==> config.mk <==
export PLATFORM = sky130hd
export DESIGN_NAME = sv_bus_mux_demux_demux
export DESIGN_NICKNAME = d
export VERILOG_FILES = /design/src/rtl/sv_bus_mux_demux_demux.sv
export SDC_FILE = /design/constraint.sdc
export NUM_CORES = 1
export LEC_CHECK = 0
export ABC_AREA = 1
export CAP_MARGIN = 20
export CORE_ASPECT_RATIO = 0.6
export CORE_UTILIZATION = 42
export DETAILED_ROUTE_END_ITERATION = 16
export PLACE_DENSITY = 0.64
export SYNTH_ARGS = -nofsm -noshare
export SYNTH_HDL_FRONTEND = slang
export SYNTH_SLANG_ARGS = --single-unit
==> constraint.sdc <==
create_clock -name clk -period 4.6 [get_ports clk]
set_clock_uncertainty 0.05 [all_clocks]
set_input_delay 0.69 -clock clk [delete_from_list [all_inputs] [get_ports clk]]
set_output_delay 0.69 -clock clk [all_outputs]
set_load 0.03 [all_outputs]
==> src/rtl/sv_bus_mux_demux_demux.sv <==
// rtl/sv_bus_mux_demux_demux.sv - byte stream to 32-bit address/data bus write deserializer
module sv_bus_mux_demux_demux (
  input  logic        clk,
  input  logic        rst_n,
  input  logic        str_vld,
  input  logic [7:0]  str_bus,
  output logic        str_rdy,
  output logic        bus_vld,
  output logic [31:0] bus_adr,
  output logic [31:0] bus_dat,
  input  logic        bus_rdy
);

  logic [2:0]  cnt_q, cnt_d;
  logic [55:0] asm_q, asm_d;
  logic        asm_full_q, asm_full_d;
  logic [63:0] full_q, full_d;
  logic        bus_vld_q, bus_vld_d;
  logic [63:0] out_q, out_d;

  logic        byte_acc;
  logic        bus_xfer;
  logic        pkt_done;
  logic [63:0] new_pkt;

  // Handshakes and the packet formed by the stored lanes plus the incoming last byte
  always_comb begin
    byte_acc = str_vld & ~asm_full_q;
    bus_xfer = bus_vld_q & bus_rdy;
    pkt_done = byte_acc & (cnt_q == 3'd7);
    new_pkt  = {str_bus, asm_q};
  end

  // Next-state: byte collection, packet completion, and output/assembly hand-off
  always_comb begin
    cnt_d      = cnt_q;
    asm_d      = asm_q;
    asm_full_d = asm_full_q;
    full_d     = full_q;
    bus_vld_d  = bus_vld_q;
    out_d      = out_q;

    if (byte_acc) begin
      cnt_d = cnt_q + 3'd1;
      for (int k = 0; k < 7; k++) begin
        if (cnt_q == 3'(k)) asm_d[k*8 +: 8] = str_bus;
      end
    end

    if (pkt_done) begin
      if (!bus_vld_q || bus_xfer) begin
        out_d     = new_pkt;
        bus_vld_d = 1'b1;
      end else begin
        full_d     = new_pkt;
        asm_full_d = 1'b1;
      end
    end

    // A completing byte cannot coincide with asm_full, so the two branches never collide
    if (bus_xfer && asm_full_q) begin
      out_d      = full_q;
      bus_vld_d  = 1'b1;
      asm_full_d = 1'b0;
    end else if (bus_xfer && !pkt_done) begin
      bus_vld_d = 1'b0;
    end
  end

  // State registers; reset drops any partial or buffered packet
  always_ff @(posedge clk or negedge rst_n) begin
    if (!rst_n) begin
      cnt_q      <= 3'd0;
      asm_q      <= 56'd0;
      asm_full_q <= 1'b0;
      full_q     <= 64'd0;
      bus_vld_q  <= 1'b0;
      out_q      <= 64'd0;
    end else begin
      cnt_q      <= cnt_d;
      asm_q      <= asm_d;
      asm_full_q <= asm_full_d;
      full_q     <= full_d;
      bus_vld_q  <= bus_vld_d;
      out_q      <= out_d;
    end
  end

  assign str_rdy = ~asm_full_q;
  assign bus_vld = bus_vld_q;
  assign bus_adr = out_q[63:32];
  assign bus_dat = out_q[31:0];

endmodule

### Word-level counts from Yosys, hierarchy flattened

Cells that the tools add are included.

| storage, ports and cells | value |
|---|---|
| word-level logic and storage cells | 57 |
| bits of input ports | 12 |
| output and inout port bits | 66 |
| register bits after elaboration | 189 |

| cells by class | value |
|---|---|
| reduce and logical (&&, ||, !) cells | 21 |
| multiplexer cells | 10 |
| equal/unequal tests | 8 |
| bitwise gates (word level) | 5 |
| $add $sub $neg | 1 |

Operator list:

| cell | number |
|---|---|
| $mux 64 | 3 |
| $reduce_and 2->1 | 11 |
| $eq 3x3->1 const B | 4 |
| $mux 1 | 7 |
| $eq 3x2->1 const B | 2 |
| $reduce_bool 3->1 | 2 |
| $reduce_bool 2->1 | 2 |
| $add 3x1->3 const B | 1 |
| $and 1x1->1 | 3 |
| $eq 3x1->1 const B | 1 |
| $logic_not 3->1 | 1 |
| $logic_and 1x1->1 | 2 |
| $logic_not 1->1 | 2 |
| $ne 2x1->1 const B | 1 |
| $not 1->1 | 2 |
| $logic_or 1x1->1 | 1 |

### Longest topological paths before layout

Gate-level depths: netlist (run 1).

| depth | value |
|---|---|
| word-level depth | 7 |
| gate-level depth with buffers | 9 |
| gate-level depth less buffers | 7 |

### Worst setup path after synthesis (run 1)

Ideal clock, no wire load.

| timing | value |
|---|---|
| path type | input -> register |
| start point | input str_vld |
| end point | register asm_q[21] |
| data required time | 4426 ps |
| stages | 7 |
| setup slack | 3030 ps |
| library setup time | 124 ps |
| arrival time | 1396 ps |
| path buffers | 2 |
| cells stage by stage | inv_1 -> nor2_2 -> buf_6 -> nand3_4 -> buf_2 -> nand2_1 -> o21ai_1 |

| between the ends | value |
|---|---|
| longest elaborated chain between the ends | 2 |

Ends and longest elaborated chain:

| what | RTL line | RTL |
|---|---|---|
| start: declaration | 5 | `input logic str_vld,` |
| $and 1x1->1 | 28 | `byte_acc = str_vld & ~asm_full_q;` |
| $reduce_and 2->1 (no source line) | -- |  |
| end signal: assignment | 81 | `asm_q <= asm_d;` |
| end: declaration | 15 | `logic [55:0] asm_q, asm_d;` |

No other way between the ends.
A chain may end at the register's enable or synchronous reset.

### Final worst setup path (run 1)

| timing | value |
|---|---|
| start point | input bus_rdy |
| end point | register out_q[11] |

| between the ends | value |
|---|---|
| longest elaborated chain between the ends | 4 |
| elaborated cells between the ends (all ways) | 7 |
| classes of those cells | 1 x mux; 1 x bitwise; 5 x reduce/logical |

Ends and longest elaborated chain:

| what | RTL line | RTL |
|---|---|---|
| start: declaration | 11 | `input logic bus_rdy` |
| $and 1x1->1 * | 29 | `bus_xfer = bus_vld_q & bus_rdy;` |
| $logic_or 1x1->1 or $logic_and 1x1->1 (tied branches) | 51, 61 |  |
| $reduce_bool 2->1 (no source line) | -- |  |
| $reduce_and 2->1 (no source line) | -- |  |
| end signal: assignment | 85 | `out_q <= out_d;` |
| end: declaration | 19 | `logic [63:0] out_q, out_d;` |

Mark *: on every way between the ends. The rest lies on a longest branch, timed or not.

==> key figures, run 1 <==
Clock network
  • Worst skew pair latency: 0.42 ns
  • CTS Buf Count: 17
  • H-Tree Depth: 4
  • Root buf cell: clkbuf_16
  • Post-CTS Setup Inserts: 0
  • Cts hold-fix bufs: 0
  • Total clock sinks: 189
  • TritonCTS clock tree: done
  • Clock slew at reported path FFs: 0.07 ns
  • CTS Buffer Depth: 2
  • # resized after CTS: 0

Routing
  • DRC errors left: 3
  • Vias: 5780
  • Detail Route Antenna Nets: 0
  • TritonRoute pass-1 iters: 11
  • Iter 0 DRT Violations: 357
  • Via density: 4.777
  • Routed length per instance: 14.02 µm
  • Total Routed Length: 16960 µm

Final layout
  • P&R area growth vs syn: 17.99%
  • Antenna cell count: 0
  • Nets: 975
  • Sequential cell area: 4730 µm²
  • Filler Cells Inserted: 1717
  • Multi-input logic area: 2628 µm²
  • Share of layout cells above drive strength 1: 5.258%
  • Core Util, Final: 51.42%

Global route
  • Initial antenna violation count: 0
  • Aggregate global-route resource usage: 19.11%
  • First-pass GRT wire length: 29270 µm
  • Total congestion overflow: 0
  • Number of global-route vias before repair: 5616
  • Largest net degree at the start of global routing: 125

Worst setup path
  • Worst Setup End Kind: flop
  • Worst Path Buf+Inv: 2
  • CP Cell Sequence: clkdlybuf4s50_1, nand3_4, a21oi_4, buf_4, nand2_1, nand2_1
  • Critical path class: primary input to flop
  • CP required: 4.92 ns
  • Most Frequent Cell on Critical Path: nand2_1
  • CP top delay family: buffers and inverters
  • Worst Setup SP: bus_rdy
  • Slowest cell delay on critical path: 0.80 ns
  • Crit-path max FO: 48
  • Worst setup SP type: primary input
  • CP arrival: 3.24 ns
  • Slowest CP cell: a21oi_4
  • Worst r2r src: asm_full_q

STA
  • RSZ-0062 raised after global routing: no
  • Min cycle time layout: 2.926 ns
  • Worst slew pin tran: 0.9912 ns
  • Tcrit/Tclk final: 63.60%
  • Final TNS setup: 0 ns
  • Final Setup Violations: 0
  • Fmax: 341.8 MHz
  • Pins Over Slew Limit: 0
  • Final Hold Vio Count: 0
  • Relative slew slack: 33.92%

Floorplanning
  • Die X-Extent: 179.9 µm
  • Chip Height: 108.8 µm
  • Row count: 38
  • Die area: 19570 µm²
  • I/O pins: 78
  • Total core area: 18310 µm²
  • Initial Util: 43.58%

Pwr
  • Pwr dens: 699.5 nW/µm²
  • Leak Pwr: 0.004668 µW
  • VDD IR max: 0.0003335 V

Logic synthesis
  • Seq/Total Area, Yosys: 59.28%
  • Cell variety after synth: 21
  • Top-area cell type share of the netlist area: 59.28%
  • Mapped Cells: 905
  • Syn avg cell area: 8.815 µm²
  • Area contributors post-synth: dfrtp_1 59%, nand2_1 18%, o21ai_0 6.0%, o21ai_1 5.6%, inv_1 3.6%
  • Net Count, Synth: 923
  • Yosys reg bits: 189
  • Yosys warning count: 0
  • Post-Synthesis Cell Area: 7978 µm²
  • Post-synth top area cell: dfrtp_1

Run status
  • Failing checks: design-rule violations
  • Status: finished, violations left

Placed design
  • GPL Wtd Cong: 0.7342
  • Post-DP HPWL: 10430 µm
  • Port-buffer cells: 77

Run
  • Maxcap violations: 0

Min path
  • Worst min path class: primary input to async pin
per-layer routing:
layer  global-route usage [%]  up-vias  wire, µm
met5                        0        -         0
met4                    5.357        0       155
met3                    3.941       14       780
met2                    26.96      105      6813
met1                    29.43     2733      9210
li1                         -     2928         -
stage by stage:
| step | setup WS [ns] | power (µW) | cells | instance area, µm² | hold WS, ns |
|---|---|---|---|---|---|
| final | 1.674 | 6584 | 1210 | 9413 | 0.3454 |
| after floorplan | 3.030 | 4254 | 905 | 7978 | 0.3444 |
| after CTS | 1.626 | 6652 | 1210 | 9413 | 0.4005 |
| after detailed placement | 1.151 | 5074 | 1178 | 8791 | 0.4143 |
| after global routing | 1.451 | 7068 | 1210 | 9413 | 0.4256 |
| after global placement | 1.278 | 5028 | 1178 | 8791 | 0.4121 |
power breakdown:
part	switching (µW)	total (µW)	internal, µW
Sequential	396	2750	2350
Combinational	1390	2280	892
Clock	666	1550	884
sequential cells by signal, summed over array words and instances (netlist names):
signal      cells
asm_full_q      1
asm_q          56
bus_vld         1
cnt_q           3
full_q         64
out_q          64
worst register-to-register path, stage by stage (launching register included):
cell,delay (ns)
dfrtp_1,0.48
nand3_4,0.43
a21oi_4,0.82
buf_4,0.49
nand2_1,0.15
nand2_1,0.09
path summary, 6_finish.rpt:
kind	cells after the start	slack [ns]	endpoint
setup / recovery	6	1.67	out_q[11]
min in group clk	2	0.43	out_q[47]
hold reg to reg	2	0.43	out_q[47]
setup reg to reg	5	2.04	out_q[11]
hold / removal	1	0.35	out_q[40]
max in group asynchronous	2	3.25	full_q[58]
cell families after synthesis:
| family | after synthesis | share of synthesized area (%) |
|---|---|---|
| simple gates | 393 | 19.81 |
| fa+ha+maj | 6 | 0.9410 |
| flops | 189 | 59.28 |
| compound gates | 188 | 11.98 |
| xor+xnor | 1 | 0.1098 |
| buf+inv | 128 | 7.873 |
synthesized netlist by cell type:
cell type  number
nand3_4         6
nand3_1         2
o21ai_1        89
o2bb2ai_1       1
a21oi_1         1
nand2_4         1
xor2_1          1
buf_6          10
clkbuf_1        9
o21ai_0        96
buf_2          16
inv_2           2
nor2_4          1
dfrtp_1       189
nor2_1          1
nor2_2          2
nand2_1       380
buf_4          14
ha_1            6
a21oi_4         1
inv_1          77
final cells by class:
class | instances | share of cell area [%]
Sequential cell | 189 | 50.25
Tap cell | 240 | 3.190
Clock inverter | 13 | 1.901
Multi-Input combinational cell | 588 | 27.91
Clock buffer | 19 | 4.706
Timing Repair Buffer | 82 | 8.893
Inverter | 79 | 3.150
cells in the final DEF, fill, tap and decap left out, types with 2 or more instances in the layout:
master and n:
buf_12 2, buf_4 3, bufinv_16 3, clkbuf_16 17
clkbuf_8 2, clkdlybuf4s50_1 76, clkinv_4 3, clkinvlp_4 3
dfrtp_1 189, ha_1 6, inv_1 77, inv_2 2
inv_6 2, inv_8 2, nand2_1 379, nand3_1 2
nand3_4 6, nor2_4 2, o21ai_0 96, o21ai_1 89
Note: power is estimated with default switching activity, not from simulation.
==> run 2, diff against run 1 <==
==> constraint.sdc (replaced) <==
create_clock -name clk -period 2.7 [get_ports clk]
set_clock_uncertainty 0.05 [all_clocks]
set_input_delay 0.405 -clock clk [delete_from_list [all_inputs] [get_ports clk]]
set_output_delay 0.405 -clock clk [all_outputs]
set_load 0.03 [all_outputs]
==> run 2 against run 1 <==
The run still ends with design-rule violations left. Utilization rose by 0.35 points. Power increased by 68%. Non-clock buffer count rose by 11. Critical path type is now flop to output port.
==> key figures, run 2 (synthesis gave the netlist of run 1 again) <==
Run status
  • Status: finished, violations left
  • Failing checks: design-rule violations

Worst setup path
  • Critical path class: flop to output port
  • CP required: 2.25 ns
  • CP arrival: 1.69 ns
  • Worst r2r src: cnt_q[0]
  • Worst Setup End Kind: output port
  • Worst reg2reg path endpoint: out_q[28]
  • Crit-path max FO: 4
  • CP Cell Sequence: inv_2, clkdlybuf4s50_1
  • Reg2Reg Depth: 7
  • Slowest CP cell: clkdlybuf4s50_1
  • CP top delay family: buffers and inverters
  • Worst Path Buf+Inv: 2
  • Worst setup SP type: flop
  • Flop2flop setup slack: 0.74 ns
  • Instance count on the critical path: 2
  • Slowest cell delay on critical path: 0.67 ns

STA
  • RSZ-0062 raised after global routing: no
  • Final TNS setup: 0 ns
  • Fin Hold WS: 0.4280 ns
  • Fmax: 465.9 MHz
  • Pins Over Slew Limit: 0
  • Worst slew pin tran: 0.5211 ns
  • Min cycle time layout: 2.146 ns
  • Final Setup Violations: 0
  • Final Hold Vio Count: 0
  • Relative slew slack: 65.18%
  • Tcrit/Tclk final: 79.49%

Final layout
  • Nets: 986
  • Share of layout cells above drive strength 1: 6.218%
  • P&R area growth vs syn: 18.79%
  • Biggest regs: full_q (64), out_q (64), asm_q (56)
  • Leading cell types in the layout, fill and taps excluded: 379 x nand2_1, 189 x dfrtp_1, 96 x o21ai_0, 89 x o21ai_1, 77 x inv_1
  • Most common cell after layout, fill and taps aside: nand2_1
  • Antenna cell count: 0

Floorplanning
  • Chip Height: 108.8 µm
  • Total core area: 18310 µm²
  • I/O pins: 78
  • Die area: 19570 µm²
  • Initial Util: 43.58%
  • Row count: 38
  • Die X-Extent: 179.9 µm

Routing
  • Detail Route Antenna Nets: 0
  • Iter 0 DRT Violations: 399
  • Via density: 4.730
  • DRC errors left: 3
  • Total Routed Length: 16700 µm
  • Vias: 5775
  • Routed length per instance: 13.67 µm
  • TritonRoute pass-1 iters: 11

Clock network
  • Total clock sinks: 189
  • CTS Buf Count: 17
  • H-Tree Depth: 4
  • Clock slew at reported path FFs: 0.08 ns
  • Worst skew pair latency: 0.42 ns
  • CTS Buffer Depth: 2
  • Post-CTS Setup Inserts: 0
  • Root buf cell: clkbuf_16
  • TritonCTS clock tree: done

Global route
  • First-pass GRT wire length: 28230 µm
  • GR Util met1: 28.23%
  • Initial antenna violation count: 0
  • Largest net degree at the start of global routing: 81
  • Most used routing layer: met1
  • Aggregate global-route resource usage: 18.40%
  • Number of global-route vias before repair: 5500
  • Total congestion overflow: 0
  • M2 GR Usage: 26.76%
  • Met3 GRT Util: 3.540%

Min path
  • Worst min path class: flop to flop
  • WHS Endpoint: out_q[35]
  • HP Start: out_q[35]
  • Hold path depth: 2

Placed design
  • Port-buffer cells: 77
  • GPL Wtd Cong: 0.7444
  • Post-DP HPWL: 10660 µm

Pwr
  • VDD IR max: 0.0005048 V
  • Pwr dens: 1165 nW/µm²
  • Leak Pwr: 0.004718 µW

Run
  • Maxcap violations: 0
-- run 2: cell types whose count changed in the layout (fill, tap and decap cells not counted), moves of 2 or more --
cell        previous run  this run
buf_4                  3        10
buf_12                 2         5
bufinv_16              3         0
clkinvlp_4             3         0
inv_6                  2         4
inv_8                  2         4
-- run 2: report_power, final --
part | leakage, µW | switching (µW) | internal, µW
combinational | 0.00221 | 2370 | 1570
clock | 0.000281 | 1170 | 1250
sequential | 0.00222 | 678 | 4010
-- run 2: area by class of cell --
type	count	area, µm²
clock buffers	19	442.9
flip-flops and latches	189	4730
fillers	1710	8828
inverters	79	296.5
clock inverters	13	120.1
well taps	240	300.3
multi-input cells	588	2628
repair buffers	93	959.7
-- run 2: worst max path at each step --
stage | to | slack [ns] | start
floorplan | out_q[14] | 1.15 | cnt_q[0]
global placement | asm_q[41] | 0.47 | str_vld
detailed placement | out_q[28] | 0.45 | bus_rdy
CTS | str_rdy | 0.53 | asm_full_q
global route | str_rdy | 0.50 | asm_full_q
finish | str_rdy | 0.55 | asm_full_q
-- run 2: tightest hold or removal path: cells and delay by family (launching register included) --
family,cells,cell delay [ns]
DFF,1,0.34
and+or+nand+nor,2,0.10
-- run 2: layer usage --
layer,share of wire [%],routed length (µm)
met2,41,6826
met3,4.0,669
met5,0,0
met4,0.57,96
met1,55,9104
-- run 2: metrics by stage --
stage          worst slack [ns]  utilization, %  power (µW)  cells  area [µm²]
6_report                 0.5537           51.77       11040   1221        9477
5_1_grt                  0.4959           51.77       11820   1221        9477
4_1_cts                  0.5275           51.77       11160   1221        9477
3_5_place_dp             0.4491           48.64        8681   1188        8904
3_3_place_gp             0.4667           48.64        8618   1188        8904
2_1_floorplan             1.146               -        7248    905        7978
-- run 2: repair_timing --
item                                   CTS  global route
endpoints found under the hold margin   50             0
hold buffers                             1             0
resized for setup                        0             0
